[config.mk]
export PLATFORM = sky130hd
export DESIGN_NAME = im_loader
export DESIGN_NICKNAME = d
export VERILOG_FILES = /design/src/rtl/im_loader_pkg.sv /design/src/rtl/im_loader.sv
export SDC_FILE = /design/constraint.sdc
export NUM_CORES = 1
export LEC_CHECK = 0
export ABC_CLOCK_PERIOD_IN_PS = 2550
export CAP_MARGIN = 20
export CORE_MARGIN = 10
export CORE_UTILIZATION = 50
export CTS_CLUSTER_SIZE = 12
export DETAILED_ROUTE_END_ITERATION = 16
export PLACE_DENSITY_LB_ADDON = 0.3
export SLEW_MARGIN = 20
export SYNTH_ARGS = -nofsm -noshare
export SYNTH_HDL_FRONTEND = slang
export SYNTH_SLANG_ARGS = --single-unit
[constraint.sdc]
create_clock -name clk -period 2.55 [get_ports clk]
set_input_delay 0.6375 -clock clk [delete_from_list [all_inputs] [get_ports clk]]
set_output_delay 0.6375 -clock clk [all_outputs]
set_load 0.01 [all_outputs]
[src/rtl/im_loader_pkg.sv]
// im_loader_pkg: state encodings and width defaults shared by the
// boot loader, the instruction memory and the core top level.
package im_loader_pkg;

    localparam int DATA_SIZE      = 32;
    localparam int MEM_SIZE       = 10;
    localparam int BYTES_PER_WORD = 4;

    localparam logic [2:0] S_LEN   = 3'd0;
    localparam logic [2:0] S_DATA  = 3'd1;
    localparam logic [2:0] S_WRITE = 3'd2;
    localparam logic [2:0] S_CHK   = 3'd3;
    localparam logic [2:0] S_DONE  = 3'd4;
    localparam logic [2:0] S_ERR   = 3'd5;

endpackage

[src/rtl/im_loader.sv]
// im_loader: boot-time IM program loader. Takes a byte stream made of a
// length word N, N data words and an XOR checksum word, all sent MSB first.
// It writes each data word into the IM and holds the core in reset until
// the checksum matches.
// Ports: clk, rst (sync, active-high); rx_valid/rx_data/rx_ready (byte
// stream); IM_address/IM_enable/IM_write/IM_read/IMin (IM write port);
// cpu_reset, busy, done, err (status).
module im_loader
    import im_loader_pkg::*;
#(
    parameter int DataSize = DATA_SIZE,
    parameter int MemSize  = MEM_SIZE
) (
    input  logic                clk,
    input  logic                rst,
    input  logic                rx_valid,
    input  logic [7:0]          rx_data,
    output logic                rx_ready,
    output logic [MemSize-1:0]  IM_address,
    output logic                IM_enable,
    output logic                IM_write,
    output logic                IM_read,
    output logic [DataSize-1:0] IMin,
    output logic                cpu_reset,
    output logic                busy,
    output logic                done,
    output logic                err
);

    logic [2:0]          state, state_n;
    logic [1:0]          cnt, cnt_n;
    logic [DataSize-1:0] asm_word, asm_n;
    logic [DataSize-1:0] word_n;
    logic [DataSize-1:0] xor_acc, xor_n;
    // One extra bit so that N = 2^MemSize is representable.
    logic [MemSize:0]    addr, addr_n;
    logic [MemSize:0]    len, len_n;
    logic                accept, last, we_n;

    assign IM_read = 1'b0;

    assign accept = rx_valid & rx_ready;
    assign word_n = {asm_word[DataSize-9:0], rx_data};
    assign last   = accept && (cnt == 2'(BYTES_PER_WORD - 1));

    always_comb begin
        state_n = state;
        cnt_n   = cnt;
        asm_n   = asm_word;
        xor_n   = xor_acc;
        addr_n  = addr;
        len_n   = len;
        we_n    = 1'b0;
        if (accept) begin
            asm_n = word_n;
            cnt_n = cnt + 2'd1;
        end
        case (state)
            S_LEN: begin
                if (last) begin
                    if (word_n > (DataSize'(1) << MemSize)) begin
                        state_n = S_ERR;
                    end else if (word_n == '0) begin
                        state_n = S_CHK;
                    end else begin
                        state_n = S_DATA;
                        len_n   = word_n[MemSize:0];
                        addr_n  = '0;
                        xor_n   = '0;
                    end
                end
            end
            S_DATA: begin
                if (last) begin
                    state_n = S_WRITE;
                    we_n    = 1'b1;
                end
            end
            S_WRITE: begin
                // asm_word still holds the word being strobed into the IM.
                xor_n = xor_acc ^ asm_word;
                if (addr == len - 1'b1) begin
                    state_n = S_CHK;
                end else begin
                    state_n = S_DATA;
                    addr_n  = addr + 1'b1;
                end
            end
            S_CHK: begin
                if (last) begin
                    state_n = (word_n == xor_acc) ? S_DONE : S_ERR;
                end
            end
            default: state_n = state;
        endcase
    end

    always_ff @(posedge clk) begin
        if (rst) begin
            state      <= S_LEN;
            cnt        <= '0;
            asm_word   <= '0;
            xor_acc    <= '0;
            addr       <= '0;
            len        <= '0;
            rx_ready   <= 1'b0;
            IM_address <= '0;
            IM_enable  <= 1'b0;
            IM_write   <= 1'b0;
            IMin       <= '0;
            cpu_reset  <= 1'b1;
            busy       <= 1'b1;
            done       <= 1'b0;
            err        <= 1'b0;
        end else begin
            state     <= state_n;
            cnt       <= cnt_n;
            asm_word  <= asm_n;
            xor_acc   <= xor_n;
            addr      <= addr_n;
            len       <= len_n;
            // Outputs follow the next state so every one is a flop.
            rx_ready  <= (state_n == S_LEN) || (state_n == S_DATA) ||
                         (state_n == S_CHK);
            IM_enable <= we_n;
            IM_write  <= we_n;
            if (we_n) begin
                IM_address <= addr[MemSize-1:0];
                IMin       <= word_n;
            end
            cpu_reset <= (state_n != S_DONE);
            busy      <= (state_n != S_DONE);
            done      <= (state_n == S_DONE);
            err       <= (state_n == S_ERR);
        end
    end

endmodule

* Word-level counts from Yosys, hierarchy flattened
Index checks and enable logic that the tools add are counted.
Word-level totals: register bits after elaboration 138, input bits 11
Operators by class: add/sub/neg operators 3, $lt $le $gt $ge 1, equal/unequal tests 15, multiplexer cells 19, bitwise gates (word level) 4, reduce and logical (&&, ||, !) cells 10
Operators with widths (number):
- 2-to-1 mux 32 bit | 3
- case mux 32 bit (2 select lines) | 1
- 2-to-1 mux 11 bit | 4
- equality test 32 bit | 1
- > comparator 32 x 11 -> 1 bit (second input constant) | 1
- zero test 32 bit | 1
- XOR 32 bit | 1
- case mux 11 bit (2 select lines) | 1
- 2-to-1 mux 3 bit | 4
- case mux 3 bit (4 select lines) | 1
- adder 11 x 1 -> 11 bit (second input constant) | 1
- equality test 11 bit | 1
- subtractor 11 x 1 -> 11 bit (second input constant) | 1
- equality test 3 x 2 -> 1 bit (second input constant) | 3
- inequality test 2 bit (second input constant) | 4
- AND reduction 4 bit | 2
- equality test 3 x 1 -> 1 bit (second input constant) | 2
- equality test 3 bit (second input constant) | 2
- zero test 3 bit | 2
- AND reduction 5 bit | 1
- 2-to-1 mux 2 bit | 2
- 2-to-1 mux 1 bit | 3
- inequality test 3 bit (second input constant) | 1
- adder 2 x 1 -> 2 bit (second input constant) | 1
- 6 further kinds | 8

* Logic depth before layout (Yosys ltp)
depth in word-level cells 8, depth in mapped cells 12, gate-level depth less buffers 9

* Worst setup path after synthesis
OpenSTA, ideal clock, no wires.
path kind register -> register, from register len[0], to register addr[1], arrival time 2.341 ns, required time 2.434 ns, path slack 0.092 ns, stages on the path, launching flop included 13, period minus slack after synthesis 2.458 ns, cell sequence dfxtp_1 -> inv_1 -> ha_1 -> clkbuf_1 -> nor2b_1 -> or3_1 -> a31oi_1 -> nand3b_1 -> o31ai_2 -> buf_6 -> buf_8 -> mux2i_1 -> nor2_2
Between the ends: longest elaborated chain between the ends 4
RTL lines:
- from (decl) | line im_loader.sv:37 | logic [MemSize:0] len, len_n;
- from (signal assigned) | line im_loader.sv:121 | len <= len_n;
- subtractor 11 x 1 -> 11 bit | line im_loader.sv:82 | if (addr == len - 1'b1) begin
- equality test 11 bit | line im_loader.sv:82
- inequality test 2 bit (no source line)
- AND reduction 5 bit (no source line)
- to (signal assigned) | line im_loader.sv:120 | addr <= addr_n;
- to (decl) | line im_loader.sv:36 | logic [MemSize:0] addr, addr_n;
No other way between the ends. A chain may end at the register's enable or synchronous reset.

* Worst setup path in the final report
from input rx_data[0], to register xor_acc[1]
Between the ends: longest elaborated chain between the ends 3, elaborated cells on any way between the ends 5, classes of those cells order compare: 1; eq/ne: 2; reduce/logical: 2
RTL lines:
- from (decl) | line im_loader.sv:17 | input logic [7:0] rx_data,
- > comparator 32 x 11 -> 1 bit or zero test 32 bit (tied branches) | line im_loader.sv:61, im_loader.sv:63
- inequality test 2 bit (no source line)
- AND reduction 4 bit (no source line) (*)
- to (signal assigned) | line im_loader.sv:119 | xor_acc <= xor_n;
- to (decl) | line im_loader.sv:34 | logic [DataSize-1:0] xor_acc, xor_n;
Every way passes the cells marked *; elsewhere a longest branch is shown, timed or not.

==> results.sh <==
export IMPL_status="completed"
export IMPL_timing_rr_start="len[0]$_SDFFE_PP0P_"
export IMPL_p_per_area_nw_per_um2=646
export IMPL_design_area_um2=7600
export IMPL_cap_violations=0
export IMPL_whs_path_depth=2
export IMPL_min_to="IMin[18]$_SDFFE_PP0P_"
export IMPL_grt_pass1_vias=5086
export IMPL_drt_initial_drc_count=468
export IMPL_ys_seq_area_share_pct=46.2
export IMPL_numPortBuffers=59
export IMPL_p_sw_share_pct=22.0
export IMPL_period_share_pct=95.9
export IMPL_min_period_ns=2.45
export IMPL_start_util_pct=51.7
export IMPL_peakVddDrop_v=0.000423
export IMPL_criticalPathCategory="input port to flop"
export IMPL_dieArea_um2=16700
export IMPL_power_leakage_nw=2.96
export IMPL_layout_commonest_cell="nand2_1"
export IMPL_crit_path_end_kind="flop"
export IMPL_ys_ff_latch=138
export IMPL_clock_power_share_pct=51.6
export IMPL_pwr_share_comb_pct=3.9
export IMPL_fmaxAchievable_mhz=409
export IMPL_internal_power_mw=3.83
export IMPL_cts_num_sinks=138
export IMPL_core_area_um2=11600
export IMPL_dp_cells=927
export IMPL_yosys_warnings=0
export IMPL_p_seq_share_pct=44.5
export IMPL_postRouteWirelength_um=16100
export IMPL_die_h_um=129
export IMPL_worstHoldPathType="flop to flop"
export IMPL_grt_antenna_before_repair=0
export IMPL_arrival_ns=2.76
export IMPL_cts_tree="built"
export IMPL_fin_skew_ns=0.0109
export IMPL_clock_latency_ns=0.43
export IMPL_ant_nets=0
export IMPL_reg2regPathDepth=10
export IMPL_wire_per_inst_um=16.8
export IMPL_grt_pass1_wl_um=26200
export IMPL_p_switching_mw=1.08
export IMPL_layout_common_cells="195 x nand2_1, 138 x dfxtp_1, 85 x a21oi_1"
export IMPL_dr_pass1_iters=6
export IMPL_drc=0
export IMPL_crit_family="buffers and inverters"
export IMPL_r2r_slack_ns=0.13
export IMPL_cpPeakStageDelay_ns=0.54
export IMPL_startpoint_type="input port"
export IMPL_synthesis_area_um2=5980
export IMPL_grt_max_degree=87
export IMPL_synthesis_nets=746
export IMPL_fin_nets=819
export IMPL_path_clk_slew_ns=0.06
export IMPL_die_w_um=129
export IMPL_path_cells="clkdlybuf4s50_1, nor4_4, buf_4, a31o_2, a2111oi_4, o21a_2, clkbuf_16, nand2_1, xor2_1, nor2_1"
export IMPL_grt_total_usage_pct=19.4
export IMPL_synth_cell_types=53
export IMPL_synth_edf_count=0
export IMPL_critical_path_buf_inv_count=3
export IMPL_syn_to_final_growth_pct=27.2
export IMPL_final_max_slew_viol_count=0
export IMPL_fin_cells=961
export IMPL_num_rows=39
export IMPL_place_area_um2=6890
export IMPL_finalHoldViolations=0
export IMPL_hpwlAfterDp_um=10900
export IMPL_cp_slowest_cell="clkdlybuf4s50_1"
export IMPL_worstHoldStart="IMin[18]$_SDFFE_PP0P_"
export IMPL_cts_buffer_depth=2
export IMPL_rr_endpoint="addr[1]$_SDFFE_PP0P_"
export IMPL_vias=5223
export IMPL_ios=61
export IMPL_ctsRootBufferMaster="clkbuf_16"
export IMPL_layout_drive_gt1_share_pct=11.5
export IMPL_grt_ovfl_total=0
export IMPL_htreeDepth=4
export IMPL_syn_area_per_cell_um2=8.16
export IMPL_antenna_cells=0
export IMPL_setup_viol=0
export IMPL_viasPerCell=5.43
export IMPL_async_flop_share_pct=0
export IMPL_critPathMaxFanout=16
export IMPL_worstPathRequired_ns=2.87
export IMPL_crit_start="rx_data[0]"
export IMPL_syn_inst=732
export IMPL_gp_congestion=0.944
export IMPL_postCtsHoldBufs=0
export IMPL_synth_main_ff_cell="dfxtp_1"
export IMPL_totalPowerFinal_mw=4.91
export IMPL_numCtsBuffers=17
==> synth_stat cells (2+ instances only) <==
library cell	instances	area share (%)
buf_6	2	0.38
nor4_2	2	0.42
a21oi_1	85	7.1
o21ai_1	5	0.42
or4_1	4	0.50
nor3b_1	2	0.25
clkbuf_1	30	1.9
and2_1	3	0.31
nand2_1	195	12
or2_2	2	0.21
nand3b_1	2	0.25
or3_1	7	0.73
nand2_2	2	0.21
a31oi_1	4	0.42
nor2_1	65	4.1
o21a_1	2	0.25
buf_2	11	0.92
o31ai_1	4	0.50
ha_1	3	0.63
mux2i_1	11	1.8
nor2b_1	2	0.21
xnor2_1	10	1.5
nor4_4	2	0.71
nand3_1	10	0.84
nor3_1	4	0.34
and3_1	2	0.21
inv_1	9	0.57
nor4_1	14	1.5
dfxtp_1	138	46
nand4_1	9	0.94
and3b_1	2	0.29
xor2_1	66	9.7
buf_4	3	0.38
==> per-layer routing <==
metal	up-vias	GRT usage (%)	routed length (µm)	part of all wire (%)
met3	38	4.89	846	5.2
met4	0	9.77	498	3.1
met5	-	0	0	0
met1	2471	22.9	6950	43
li1	2562	-	-	-
met2	152	32.4	7850	49
==> flip-flops by register name, summed over array words and instances, names as in the netlist <==
name and count:
IM_address 10, xor_acc 32, state 3, cnt 2, IM_write 1, IMin 32, addr 11, rx_ready 1
err 1, busy 1, done 1, len 11, asm_word 32
==> worst reg2reg max path: stages, from the launching register on <==
cell	delay, ns
dfxtp_1	0.33
inv_1	0.05
ha_1	0.27
nor2b_1	0.16
or3_1	0.33
a31oi_1	0.19
nand3b_1	0.12
o31ai_2	0.36
buf_6	0.23
mux2i_1	0.23
nor2_2	0.04
==> worst max path at each step <==
stage | endpoint | slack [ns] | cells after the start
finish | xor_acc[1]$_SDFFE_PP0P_ | 0.10 | 10
global route | done$_SDFF_PP0_ | -0.008 | 10
CTS | done$_SDFF_PP0_ | 0.03 | 8
detailed placement | xor_acc[28]$_SDFFE_PP0P_ | -0.35 | 9
global placement | err$_SDFF_PP0_ | -0.30 | 8
floorplan | addr[1]$_SDFFE_PP0P_ | 0.09 | 12
==> stage by stage <==
stage	setup WS, ns	setup TNS [ns]	hold slack, ns	util, %
3_5_place_dp	-0.355	-17.43	0.447	59.6
4_1_cts	0.0324	0	0.456	64.8
3_3_place_gp	-0.297	-13.17	0.441	59.6
5_1_grt	-0.00776	-0.00776	0.470	65.7
6_report	0.104	0	0.452	65.7
2_1_floorplan	0.0924	0	0.437	-
==> logic make-up after synthesis <==
family,count (synthesis),synth area share [%]
other,1,0.0628
and+or+nand+nor,333,24.8
muxes,12,2.09
buffers and inverters,57,4.44
xor gates and xnor gates,76,11.1
adders and majority gates,3,0.628
DFF,138,46.2
AOI/OAI and AO/OA,112,10.6
==> cell type report <==
type                       count  area [µm²]
inverter                       9        33.8
multi-input combinational    537        3000
sequential                   138        2760
timing repair buffer         102        1010
fill                         926        3970
clock buffer                  22         464
tap                          143         179
clock inverter                10         141
==> power by group through the flow <==
stage | registers [mW] | logic, mW | clock network [mW]
floorplan | 2.23 | 0.0988 | 0
detailed placement | 2.23 | 0.184 | 0
finish | 2.18 | 0.192 | 2.54
global placement | 2.23 | 0.181 | 0
CTS | 2.18 | 0.186 | 2.55
global route | 2.19 | 0.206 | 2.64
==> timing repair <==
action	CTS	global route
setup endpoints to repair	0	48
setup buffers	0	1
gates resized for setup	0	13
Power figures use the tool's default switching activity.
